[config.mk]
export PLATFORM = sky130hd
export DESIGN_NAME = opb_register_bank_ppc2simulink
export DESIGN_NICKNAME = d
export VERILOG_FILES = /design/src/rtl/opb_regbank_pkg.sv /design/src/rtl/opb_slave_ack.sv /design/src/rtl/opb_register_bank_ppc2simulink.sv
export SDC_FILE = /design/constraint.sdc
export NUM_CORES = 1
export LEC_CHECK = 0
export BUFFER_PORTS_ARGS = -buffer_cell sky130_fd_sc_hd__clkbuf_2
export CAP_MARGIN = 20
export CORE_UTILIZATION = 35
export DETAILED_ROUTE_END_ITERATION = 16
export PLACE_DENSITY = 0.65
export SYNTH_ARGS = -nofsm -noshare
export SYNTH_HDL_FRONTEND = slang
export SYNTH_SLANG_ARGS = --single-unit
[constraint.sdc]
create_clock -name OPB_Clk -period 2.7 [get_ports OPB_Clk]
set_input_delay 0.54 -clock OPB_Clk [delete_from_list [all_inputs] [get_ports OPB_Clk]]
set_output_delay 0.54 -clock OPB_Clk [all_outputs]
set_load 0.02 [all_outputs]
[src/rtl/opb_regbank_pkg.sv]
// Shared constants and byte-lane helper for the OPB register bank.
// Combinational only; no latency.
// No flow control.
package opb_regbank_pkg;

    localparam logic [5:0]  COMMIT_WORD = 6'd63;
    localparam logic [31:0] WINDOW_MASK = 32'hFFFFFF00;

    // OPB numbers bits MSB-first: DBus[31-k] is register bit k, BE[j] covers register byte 3-j.
    function automatic logic [31:0] be_merge(
        input logic [31:0] old,
        input logic [0:31] dbus,
        input logic [0:3]  be
    );
        logic [31:0] res;
        for (int k = 0; k < 32; k++) begin
            res[k] = be[3 - k / 8] ? dbus[31 - k] : old[k];
        end
        return res;
    endfunction

endpackage

[src/rtl/opb_slave_ack.sv]
// OPB slave window decode and single-cycle transfer acknowledge.
// Ack one cycle after select is sampled; errAck shares the ack cycle.
// No backpressure; ack_q blocks a second ack for the same held select.
module opb_slave_ack
    import opb_regbank_pkg::*;
#(
    parameter logic [31:0] C_BASEADDR = 32'h01112100
) (
    input  logic        core_clk,
    input  logic        arst_n,
    input  logic [0:31] abus,
    input  logic        select,
    input  logic        err_req,
    output logic        xfer_start,
    output logic [5:0]  word,
    output logic        xfer_ack,
    output logic        err_ack
);

    logic [31:0] addr;
    logic        hit;
    logic        unused_addr;

    assign addr        = abus;
    assign unused_addr = ^addr[1:0];
    assign hit         = select && ((addr & WINDOW_MASK) == C_BASEADDR);
    assign xfer_start  = hit && !xfer_ack;
    assign word        = addr[7:2];

    always_ff @(posedge core_clk or negedge arst_n) begin
        if (!arst_n) begin
            xfer_ack <= 1'b0;
            err_ack  <= 1'b0;
        end else begin
            xfer_ack <= xfer_start;
            err_ack  <= xfer_start && err_req;
        end
    end

endmodule

[src/rtl/opb_register_bank_ppc2simulink.sv]
// Software-writable OPB register bank driving static controls into user logic.
// Writes land and strobe in the xferAck cycle, one cycle after select.
// No backpressure; optional shadow set is published atomically on commit.
module opb_register_bank_ppc2simulink
    import opb_regbank_pkg::*;
#(
    parameter logic [31:0] C_BASEADDR     = 32'h01112100,
    parameter logic [31:0] C_HIGHADDR     = 32'h011121FF,
    parameter int          C_NUM_REGS     = 8,
    parameter int          C_DWIDTH       = 32,
    parameter logic [31:0] C_RESET_VAL    = 32'h0,
    parameter int          C_SHADOWED     = 0,
    parameter int          C_ERR_UNMAPPED = 0
) (
    input  logic                             OPB_Clk,
    input  logic                             OPB_Rst_n,
    input  logic [0:31]                      OPB_ABus,
    input  logic [0:3]                       OPB_BE,
    input  logic [0:31]                      OPB_DBus,
    input  logic                             OPB_RNW,
    input  logic                             OPB_select,
    input  logic                             OPB_seqAddr,
    output logic [0:31]                      Sl_DBus,
    output logic                             Sl_xferAck,
    output logic                             Sl_errAck,
    output logic                             Sl_retry,
    output logic                             Sl_toutSup,
    output logic [C_NUM_REGS*C_DWIDTH-1:0]   user_data_out,
    output logic [C_NUM_REGS-1:0]            user_update,
    output logic                             user_commit
);

    localparam logic [C_DWIDTH-1:0] RST_VAL      = C_RESET_VAL[C_DWIDTH-1:0];
    localparam logic [5:0]          NUM_W        = 6'(C_NUM_REGS);
    localparam bit                  SHADOWED     = (C_SHADOWED != 0);
    localparam bit                  ERR_UNMAPPED = (C_ERR_UNMAPPED != 0);

    if (C_HIGHADDR - C_BASEADDR + 32'd1 != 32'd256) begin : g_bad_window
        $error("register bank window must span exactly 256 bytes");
    end

    logic [C_DWIDTH-1:0]   regs   [C_NUM_REGS];
    logic [C_DWIDTH-1:0]   shadow [C_NUM_REGS];
    logic [C_NUM_REGS-1:0] dirty;
    logic [31:0]           rd_q;
    logic [31:0]           rd_nxt;
    logic [31:0]           cur_ext;
    logic [31:0]           merged;
    logic                  commit_q;
    logic                  xfer_start;
    logic                  xfer_ack;
    logic                  err_ack;
    logic                  err_req;
    logic                  mapped;
    logic                  commit_wr;
    logic [5:0]            word;
    logic                  unused_seq;

    assign unused_seq = OPB_seqAddr;

    opb_slave_ack #(
        .C_BASEADDR (C_BASEADDR)
    ) u_ack (
        .core_clk   (OPB_Clk),
        .arst_n     (OPB_Rst_n),
        .abus       (OPB_ABus),
        .select     (OPB_select),
        .err_req    (err_req),
        .xfer_start (xfer_start),
        .word       (word),
        .xfer_ack   (xfer_ack),
        .err_ack    (err_ack)
    );

    // Software always sees the value it last wrote: shadow when shadowed, else the live register.
    always_comb begin
        mapped  = word < NUM_W;
        cur_ext = '0;
        rd_nxt  = '0;
        for (int i = 0; i < C_NUM_REGS; i++) begin
            if (word == 6'(i)) begin
                cur_ext[C_DWIDTH-1:0] = SHADOWED ? shadow[i] : regs[i];
            end
        end
        if (mapped) begin
            rd_nxt = cur_ext;
        end else if (word == COMMIT_WORD) begin
            rd_nxt[C_NUM_REGS-1:0] = dirty;
        end
        merged    = be_merge(cur_ext, OPB_DBus, OPB_BE);
        commit_wr = SHADOWED && (word == COMMIT_WORD) && OPB_DBus[31] && OPB_BE[3];
    end

    assign err_req = ERR_UNMAPPED && !mapped && (word != COMMIT_WORD);

    always_ff @(posedge OPB_Clk or negedge OPB_Rst_n) begin
        if (!OPB_Rst_n) begin
            for (int i = 0; i < C_NUM_REGS; i++) begin
                regs[i]   <= RST_VAL;
                shadow[i] <= RST_VAL;
            end
            dirty       <= '0;
            user_update <= '0;
            commit_q    <= 1'b0;
            rd_q        <= '0;
        end else begin
            user_update <= '0;
            commit_q    <= 1'b0;
            rd_q        <= (xfer_start && OPB_RNW) ? rd_nxt : 32'h0;
            if (xfer_start && !OPB_RNW) begin
                if (mapped && (|OPB_BE)) begin
                    for (int i = 0; i < C_NUM_REGS; i++) begin
                        if (word == 6'(i)) begin
                            if (SHADOWED) begin
                                shadow[i] <= merged[C_DWIDTH-1:0];
                                dirty[i]  <= 1'b1;
                            end else begin
                                regs[i]        <= merged[C_DWIDTH-1:0];
                                user_update[i] <= 1'b1;
                            end
                        end
                    end
                end else if (commit_wr) begin
                    for (int i = 0; i < C_NUM_REGS; i++) begin
                        regs[i] <= shadow[i];
                    end
                    user_update <= dirty;
                    commit_q    <= 1'b1;
                    dirty       <= '0;
                end
            end
        end
    end

    for (genvar g = 0; g < C_NUM_REGS; g++) begin : g_out
        assign user_data_out[g*C_DWIDTH +: C_DWIDTH] = regs[g];
    end

    assign Sl_DBus     = rd_q;
    assign Sl_xferAck  = xfer_ack;
    assign Sl_errAck   = err_ack;
    assign Sl_retry    = 1'b0;
    assign Sl_toutSup  = 1'b0;
    assign user_commit = commit_q;

endmodule

# Yosys cells after proc, flatten, opt, wreduce, memory -nomap -nowiden

Index checks and enable logic that the tools add are counted.

Reductions and logical operators: 17
Mux-type cells: 53
Eq/ne operators: 8
$lt $le $gt $ge: 1

Operators by type and width:

| cell                                                        | count |
|---|---|
| two-way mux 32 bit                                          | 9 |
| two-way mux 1 bit                                           | 40 |
| == test 24 x 17 -> 1 bit (second input constant)            | 1 |
| == test 6 x 3 -> 1 bit (second input constant)              | 4 |
| two-way mux 24 bit                                          | 1 |
| two-way mux 8 bit                                           | 3 |
| AND reduction 3 bit                                         | 8 |
| == test 6 x 2 -> 1 bit (second input constant)              | 2 |
| == test 6 x 1 -> 1 bit (second input constant)              | 1 |
| zero test 6 bit                                             | 1 |
| less-than comparator 6 x 4 -> 1 bit (second input constant) | 1 |
| logical AND 1 bit                                           | 5 |
| OR reduction 4 bit                                          | 1 |
| zero test 1 bit                                             | 2 |

Logic and storage cells: 90
Output and inout bits: 301
Bits of input ports: 73
Bits in registers: 297

# Depth between registers and ports, before layout

Gate-level depths: netlist of run 1.

Depth after elaboration: 11
Depth in mapped cells: 11
Mapped depth without buffers: 6

# Modules after synthesis

From an unflattened synthesis of run 1, not the netlist that was laid out.

Cell total of the unflattened synthesis: 1505
Area, all modules: 14416.3 um^2

By module, submodules not included:

| module                         | instances | cells each | area each (um^2) | sequential area each (um^2) |
|---|---|---|---|---|
| opb_register_bank_ppc2simulink | 1         | 1485       | 14229.9          | 7407.1 |
| opb_slave_ack                  | 1         | 20         | 186.4            | 50.0 |

# Worst setup path after synthesis of run 1

OpenSTA, ideal clock, no wires.

Path type: input to register
Start point: in OPB_ABus[25] (netlist name)
End point: reg regs (netlist bit user_data_out[207])
Required time: 2.572 ns
Library setup time: 0.128 ns
Buffers on the path: 3
Stages: 9
Setup slack: -0.005 ns
Data arrival time: 2.577 ns
Path through: buf_2 -> or4b_1 -> buf_4 -> or3_1 -> buf_2 -> nor3_4 -> nand2_2 -> clkinv_4 -> mux2_1

Longest elaborated chain between the ends: 10
Elaborated cells between the ends (all ways): 20

RTL lines:

| element                          | line                                  | RTL |
|---|---|---|
| from (decl)                      | opb_register_bank_ppc2simulink.sv:17  | `input logic [0:31] OPB_ABus,` |
| zero test 6 bit                  | opb_register_bank_ppc2simulink.sv:81  | `if (word == 6'(i)) begin` |
| two-way mux 32 bit (8 in series) | opb_register_bank_ppc2simulink.sv:81  |  |
| two-way mux 1 bit                | opb_regbank_pkg.sv:17                 | `res[k] = be[3 - k / 8] ? dbus[31 - k] : old[k];` |
| to (signal, indexed assignment)  | opb_register_bank_ppc2simulink.sv:118 | `regs[i] <= merged[C_DWIDTH-1:0];` |
| to (signal, indexed assignment)  | opb_register_bank_ppc2simulink.sv:125 | `regs[i] <= shadow[i];` |
| to (decl)                        | opb_register_bank_ppc2simulink.sv:42  | `logic [C_DWIDTH-1:0] regs [C_NUM_REGS];` |

Several ways; a longest one is shown, not always the timed one.
A chain may end at the register's enable or synchronous reset.

# Final worst setup path of run 1

Start point: in OPB_ABus[24] (netlist name)
End point: reg regs (netlist bit user_data_out[122])

Same word-level chain as after synthesis.

==> flow_metrics.tcl, run 1 <==
set metrics [dict create \
    status "complete, no violations" \
    postSynth.asyncResetShare 1.00 \
    gp_congestion 0.913 \
    htreeDepth 2 \
    io_pins 374 \
    postPlaceCellArea_um2 17600 \
    cts_sinks 297 \
    worst_ep_required_time_ps 3080 \
    setup_viol 0 \
    cp-start-kind "input port" \
    yosysSeqAreaShare 0.526 \
    r2r_cells 7 \
    layout_common_cells "365 x clkbuf_2, 297 x dfrtp_1, 176 x nor2_1, 144 x a31oi_1, 118 x buf_4" \
    drive_gt1_frac 0.351 \
    gr-total-overflow 0 \
    synthFlopType "dfrtp_1" \
    die_area_um2 41200 \
    max_stage_delay_ps 760 \
    start_util 0.355 \
    fin_crit_sh 0.874 \
    cp_common_cell "nor3_1" \
    cts_resized 0 \
    p_total_uw 9790 \
    grt_usage 0.283 \
    postCtsSetupRepairBufs 0 \
    route.detailed.wl_per_inst_um 24.8 \
    grt_pass1_wl_um 86600 \
    rows 73 \
    cp_data_arrival_time_ps 2740 \
    leakage_uw 0.00936 \
    core_um2 39800 \
    critPathTopFamily "simple AND/OR/NAND/NOR gates" \
    syn_inst 1387 \
    synth-edff-count 0 \
    clock_latency_ps 550 \
    crit_fanout 8 \
    worst-path-stages 7 \
    layout.nets 1898 \
    ys_warn_count 0 \
    antenna_left 0 \
    drc 0 \
    synthesis.area_um2 14100 \
    path_clk_slew_ps 60 \
    rsz0062_at_grt "no" \
    postSynthAreaPerCell_um2 10.2 \
    hp-class "in2reg" \
    final_common_cell "clkbuf_2" \
    dieWidth_um 203 \
    slew_headroom 0.549 \
    setup.worst_path.end_class "flip-flop" \
    dp_hpwl_um 41900 \
    drtIter0Drc 1088 \
    grt_max_degree 70 \
    clk_path_buf_depth 3 \
    path_cells "clkbuf_2, or4_1, buf_4, nor3_1, nor3_1, a221oi_2, o31ai_1" \
    ys_seq_elements 297 \
    dr.pass1.iters 7 \
    min_path_cells 2 \
    slew_viol_final 0 \
    whs_ps 233 \
    path_class "in2reg" \
    fmax_ghz 0.424 \
    die_h_um 203 \
    io_buffers 366 \
    cts_tree "done" \
    slowest_stage "or4_1" \
    viasPerCell 5.77 \
    finClkSkew_ps 28.2 \
    critPathBufInv 2 \
    finalHoldViolCount 0 \
    grt_pass1_vias 13500 \
    period_minus_slack_ps 2360 \
    antenna_found_initial 4 \
    power_density_nw_per_um2 521 \
    finalWirelength_um 58900 \
    num_vias 13700 \
    post-route-util 0.472 \
    area_growth_syn_to_layout_pct 32.9 \
    peakVddDrop_uv 439 \
    cts_made_buffers 34 \
    root_buffer "clkbuf_16" \
    tns_ps 0 \
    tightest_slew_ps 676 \
    cap_viol_max_count 0 \
    synth_cell_types 74 \
    final_cell_area_um2 18800 \
]
cell families after synthesis:
family	synth area share
AOI/OAI and AO/OA	0.226
buffers and inverters	0.0497
other	0.000265
and+or+nand+nor	0.149
muxes	0.0491
DFF	0.526
layer usage:
layer | wire length (µm) | track usage | share of wire | up-vias
met2 | 27100 | 0.446 | 0.46 | 772
met5 | 23 | 0 | 0.00039 | -
met3 | 5990 | 0.0700 | 0.10 | 120
li1 | - | - | - | 6105
met1 | 23900 | 0.374 | 0.41 | 6714
met4 | 1910 | 0.108 | 0.032 | 4
report_power, final:
part           total [µW]  internal [µW]  switching [µW]
combinational         601            184             417
clock                4740           2820            1920
sequential           4450           4450       0.0000148
total                9790           7450            2340
stage by stage:
stage	worst slack, ps	std cells
global route	216	2375
global placement	-99.8	2313
CTS	404	2373
floorplan	10.9	1390
detailed placement	-158	2313
finish	341	2376
cell type report:
type                    instances  area [µm²]
multi-input cells             951        6060
fillers                      3793       21000
clock inverters                 9         108
clock buffers                  50        1020
inverters                      22        87.6
well taps                     525         657
diodes                          3        7.51
flip-flops and latches        297        7430
repair buffers                519        3420
registers in the layout, indices dropped and copies added (netlist names):
signal	count
u_ack.xfer_ack	1
Sl_DBus	32
user_data_out	256
user_update	8
Yosys cell counts (5+ instances only):
library cell / count / area (µm²)
a311oi_1: 9 / 78.8
o311a_1: 6 / 60.1
mux2_1: 9 / 101
a211o_1: 5 / 43.8
a221oi_1: 22 / 193
o22ai_1: 8 / 50.1
a31oi_1: 144 / 901
a21oi_1: 53 / 265
nor2_1: 178 / 668
o31ai_1: 79 / 593
inv_2: 7 / 26.3
nand3_1: 24 / 120
mux2_2: 26 / 293
buf_4: 16 / 120
mux2i_1: 30 / 300
clkbuf_1: 36 / 135
inv_1: 14 / 52.6
nand2_1: 115 / 432
a221o_1: 21 / 210
a22oi_1: 15 / 113
a31o_2: 5 / 43.8
nor3_1: 38 / 190
a221oi_2: 5 / 75.1
o21ai_1: 15 / 75.1
dfrtp_1: 297 / 7430
and3_1: 18 / 113
o21ai_0: 11 / 55.1
buf_6: 5 / 56.3
buf_2: 54 / 270
buf_1: 9 / 33.8
and2_1: 8 / 50.1
nor2b_1: 6 / 37.5
nor4b_1: 6 / 52.6
worst reg2reg max path: cells and delay by family (launching register included):
kind / cells / cell delay [ps]
AND/OR/NAND/NOR: 4 / 910
AO/OA/AOI/OAI: 1 / 410
buffers and inverters: 2 / 400
flip-flops: 1 / 380
what timing repair did:
item,in CTS,in global routing
hold endpoints to repair,7,0
hold buffers,1,0
endpoints found under the setup margin,0,0
final timing paths:
path	from	to	slack (ps)
min in group asynchronous	OPB_Rst_n	u_ack.xfer_ack	540
max reg2reg	u_ack.xfer_ack	Sl_DBus[20]	450
max	OPB_ABus[24]	user_data_out[122]	340
min reg2reg	user_data_out[125]	user_data_out[125]	500
max in group asynchronous	OPB_Rst_n	user_data_out[143]	1320
min	OPB_DBus[22]	user_data_out[233]	230
No activity file was read; power rests on OpenSTA's default activity.
==> inputs of run 2 (changes only) <==
CTS_BUF_LIST = sky130_fd_sc_hd__clkbuf_2   (was unset)
==> run 2 against run 1 <==
Sequential share of layout area is 0.15 points higher. Fmax down 5.0%. First-iteration DRC count decreased by 2.0%. Sequential power hardly changed. Register-to-register slack got worse by 140 ps. Global-route usage up 0.22 points. Cell area down 0.39%. Core utilization shrank 0.18 points. Largest power group is now registers. Cell count rose by 4.8%.
==> flow_metrics.tcl, run 2 (synthesis results as in run 1) <==
set metrics [dict create \
    dp_hpwl_um 41900 \
    layout.nets 1980 \
    grt_pass1_wl_um 87600 \
    rsz0062_at_grt "no" \
    setup.worst_path.end_class "flip-flop" \
    register_area_um2 7430 \
    cts_tree "done" \
    cts_made_buffers 83 \
    worst_ep_required_time_ps 3630 \
    drtIter0Drc 1066 \
    path_class "in2reg" \
    clk_path_buf_depth 3 \
    setup_viol 0 \
    p_total_uw 8420 \
    slew_headroom 0.537 \
    dr.pass1.iters 5 \
    fin_crit_sh 0.920 \
    drive_gt1_frac 0.366 \
    cp_data_arrival_time_ps 3420 \
    postPlaceCellArea_um2 17600 \
    cts_resized 0 \
    final_cell_area_um2 18700 \
    slowest_stage "dlygate4sd3_1" \
    start_util 0.355 \
    largest_reg_flops 256 \
    grt_pass1_vias 14100 \
    finalHoldViolCount 0 \
    multi_input_area_um2 6060 \
    fmax_ghz 0.403 \
    antenna_found_initial 4 \
    io_pins 374 \
    r2r_cells 7 \
    num_vias 14200 \
    r2r_slack_ps 310 \
    gr-total-overflow 0 \
    cap_viol_max_count 0 \
    die_area_um2 41200 \
    antenna_left 0 \
    finClkSkew_ps 90.3 \
    postCtsSetupRepairBufs 0 \
    max_stage_delay_ps 610 \
    hp-class "in2async" \
    route.detailed.wl_per_inst_um 23.8 \
    fin_cells 2490 \
    slew_viol_final 0 \
    clock_latency_ps 1010 \
    cp_common_cell "dlygate4sd3_1" \
    root_buffer "clkbuf_2" \
    io_buffers 366 \
    status "complete, no violations" \
    rows 73 \
    area_growth_syn_to_layout_pct 32.4 \
    cts_sinks 297 \
    tightest_slew_ps 693 \
    power_density_nw_per_um2 450 \
    peakVddDrop_uv 359 \
    period_minus_slack_ps 2480 \
    drc 0 \
    finalWirelength_um 59300 \
    fillers 3846 \
    die_h_um 203 \
    grt_usage 0.285 \
    setup_slack_ps 216 \
    dieWidth_um 203 \
    reg2reg_from "u_ack.xfer_ack" \
    htreeDepth 3 \
    leakage_uw 0.00950 \
    viasPerCell 5.70 \
    path_cells "dlygate4sd3_1, clkbuf_2, nor4b_1, dlygate4sd3_1, nand3_1, dlygate4sd3_1, nor2_1, dlygate4sd3_1" \
    grt_max_degree 70 \
    core_um2 39800 \
    gp_congestion 0.913 \
    final_common_cell "clkbuf_2" \
    cp-start-kind "input port" \
    rr_endpoint "Sl_DBus[20]" \
    crit_fanout 2 \
    cts_hold_buf 34 \
    dp.cells 2313 \
    path_clk_slew_ps 100 \
    layout_common_cells "483 x clkbuf_2, 297 x dfrtp_1, 176 x nor2_1, 144 x a31oi_1, 118 x buf_4" \
    pre_cts_ws_ps -158 \
]
## run 2: changes by cell type in the layout (fill, tap and decap cells not counted)
cell / previous run / this run
clkinv_1: 0 / 16
inv_2: 7 / 8
clkbuf_8: 9 / 0
clkbuf_2: 365 / 483
dlygate4sd3_1: 1 / 34
clkinvlp_4: 2 / 0
clkbuf_1: 6 / 0
clkbuf_16: 35 / 0
clkinv_2: 3 / 2
diode_2: 3 / 4
inv_6: 2 / 0
## run 2: through the flow
stage	util	hold slack [ps]	TNS (ps)
2_1_floorplan	-	244	0
3_3_place_gp	0.443	482	-3440
3_5_place_dp	0.443	490	-7880
4_1_cts	0.470	2.75	0
5_1_grt	0.470	66.0	0
6_report	0.470	74.4	0
## run 2: metal layers
| metal | routed length, µm | part of all wire | vias to the layer above | GRT usage |
|---|---|---|---|---|
| li1 | - | - | 6309 | - |
| met4 | 2000 | 0.034 | 2 | 0.119 |
| met3 | 6250 | 0.11 | 140 | 0.0817 |
| met5 | 13 | 0.00022 | - | 0 |
| met1 | 24000 | 0.40 | 6921 | 0.369 |
| met2 | 27100 | 0.46 | 821 | 0.446 |
## run 2: area by class of cell
class | count | area share
Sequential cell | 297 | 0.397
Multi-Input combinational cell | 951 | 0.324
Timing Repair Buffer | 552 | 0.200
Tap cell | 525 | 0.0351
Clock buffer | 118 | 0.0316
Clock inverter | 21 | 0.00715
Inverter | 22 | 0.00468
Antenna cell | 4 | 0.000535
## run 2: worst max path at each step
stage / startpoint / end / slack (ps) / cells after the start
floorplan: OPB_ABus[25] / user_data_out[207] / 10 / 9
global placement: OPB_ABus[24] / user_data_out[85] / -100 / 7
detailed placement: OPB_ABus[24] / user_data_out[203] / -160 / 7
CTS: OPB_ABus[1] / u_ack.xfer_ack / 310 / 8
global route: OPB_ABus[1] / u_ack.xfer_ack / 90 / 8
finish: OPB_ABus[1] / u_ack.xfer_ack / 220 / 8
## run 2: report_power, final
part           total [µW]  internal, µW  switching (µW)  leakage, µW
combinational         638           212             426      0.00480
sequential           4440          4440       0.0000148      0.00415
clock                3330          1350            1990     0.000556
total                8420          6000            2410      0.00950
## run 2: critical path: cells and delay by family
family        cells  cell delay [ps]
simple gates      3              490
buf+inv           5             2390
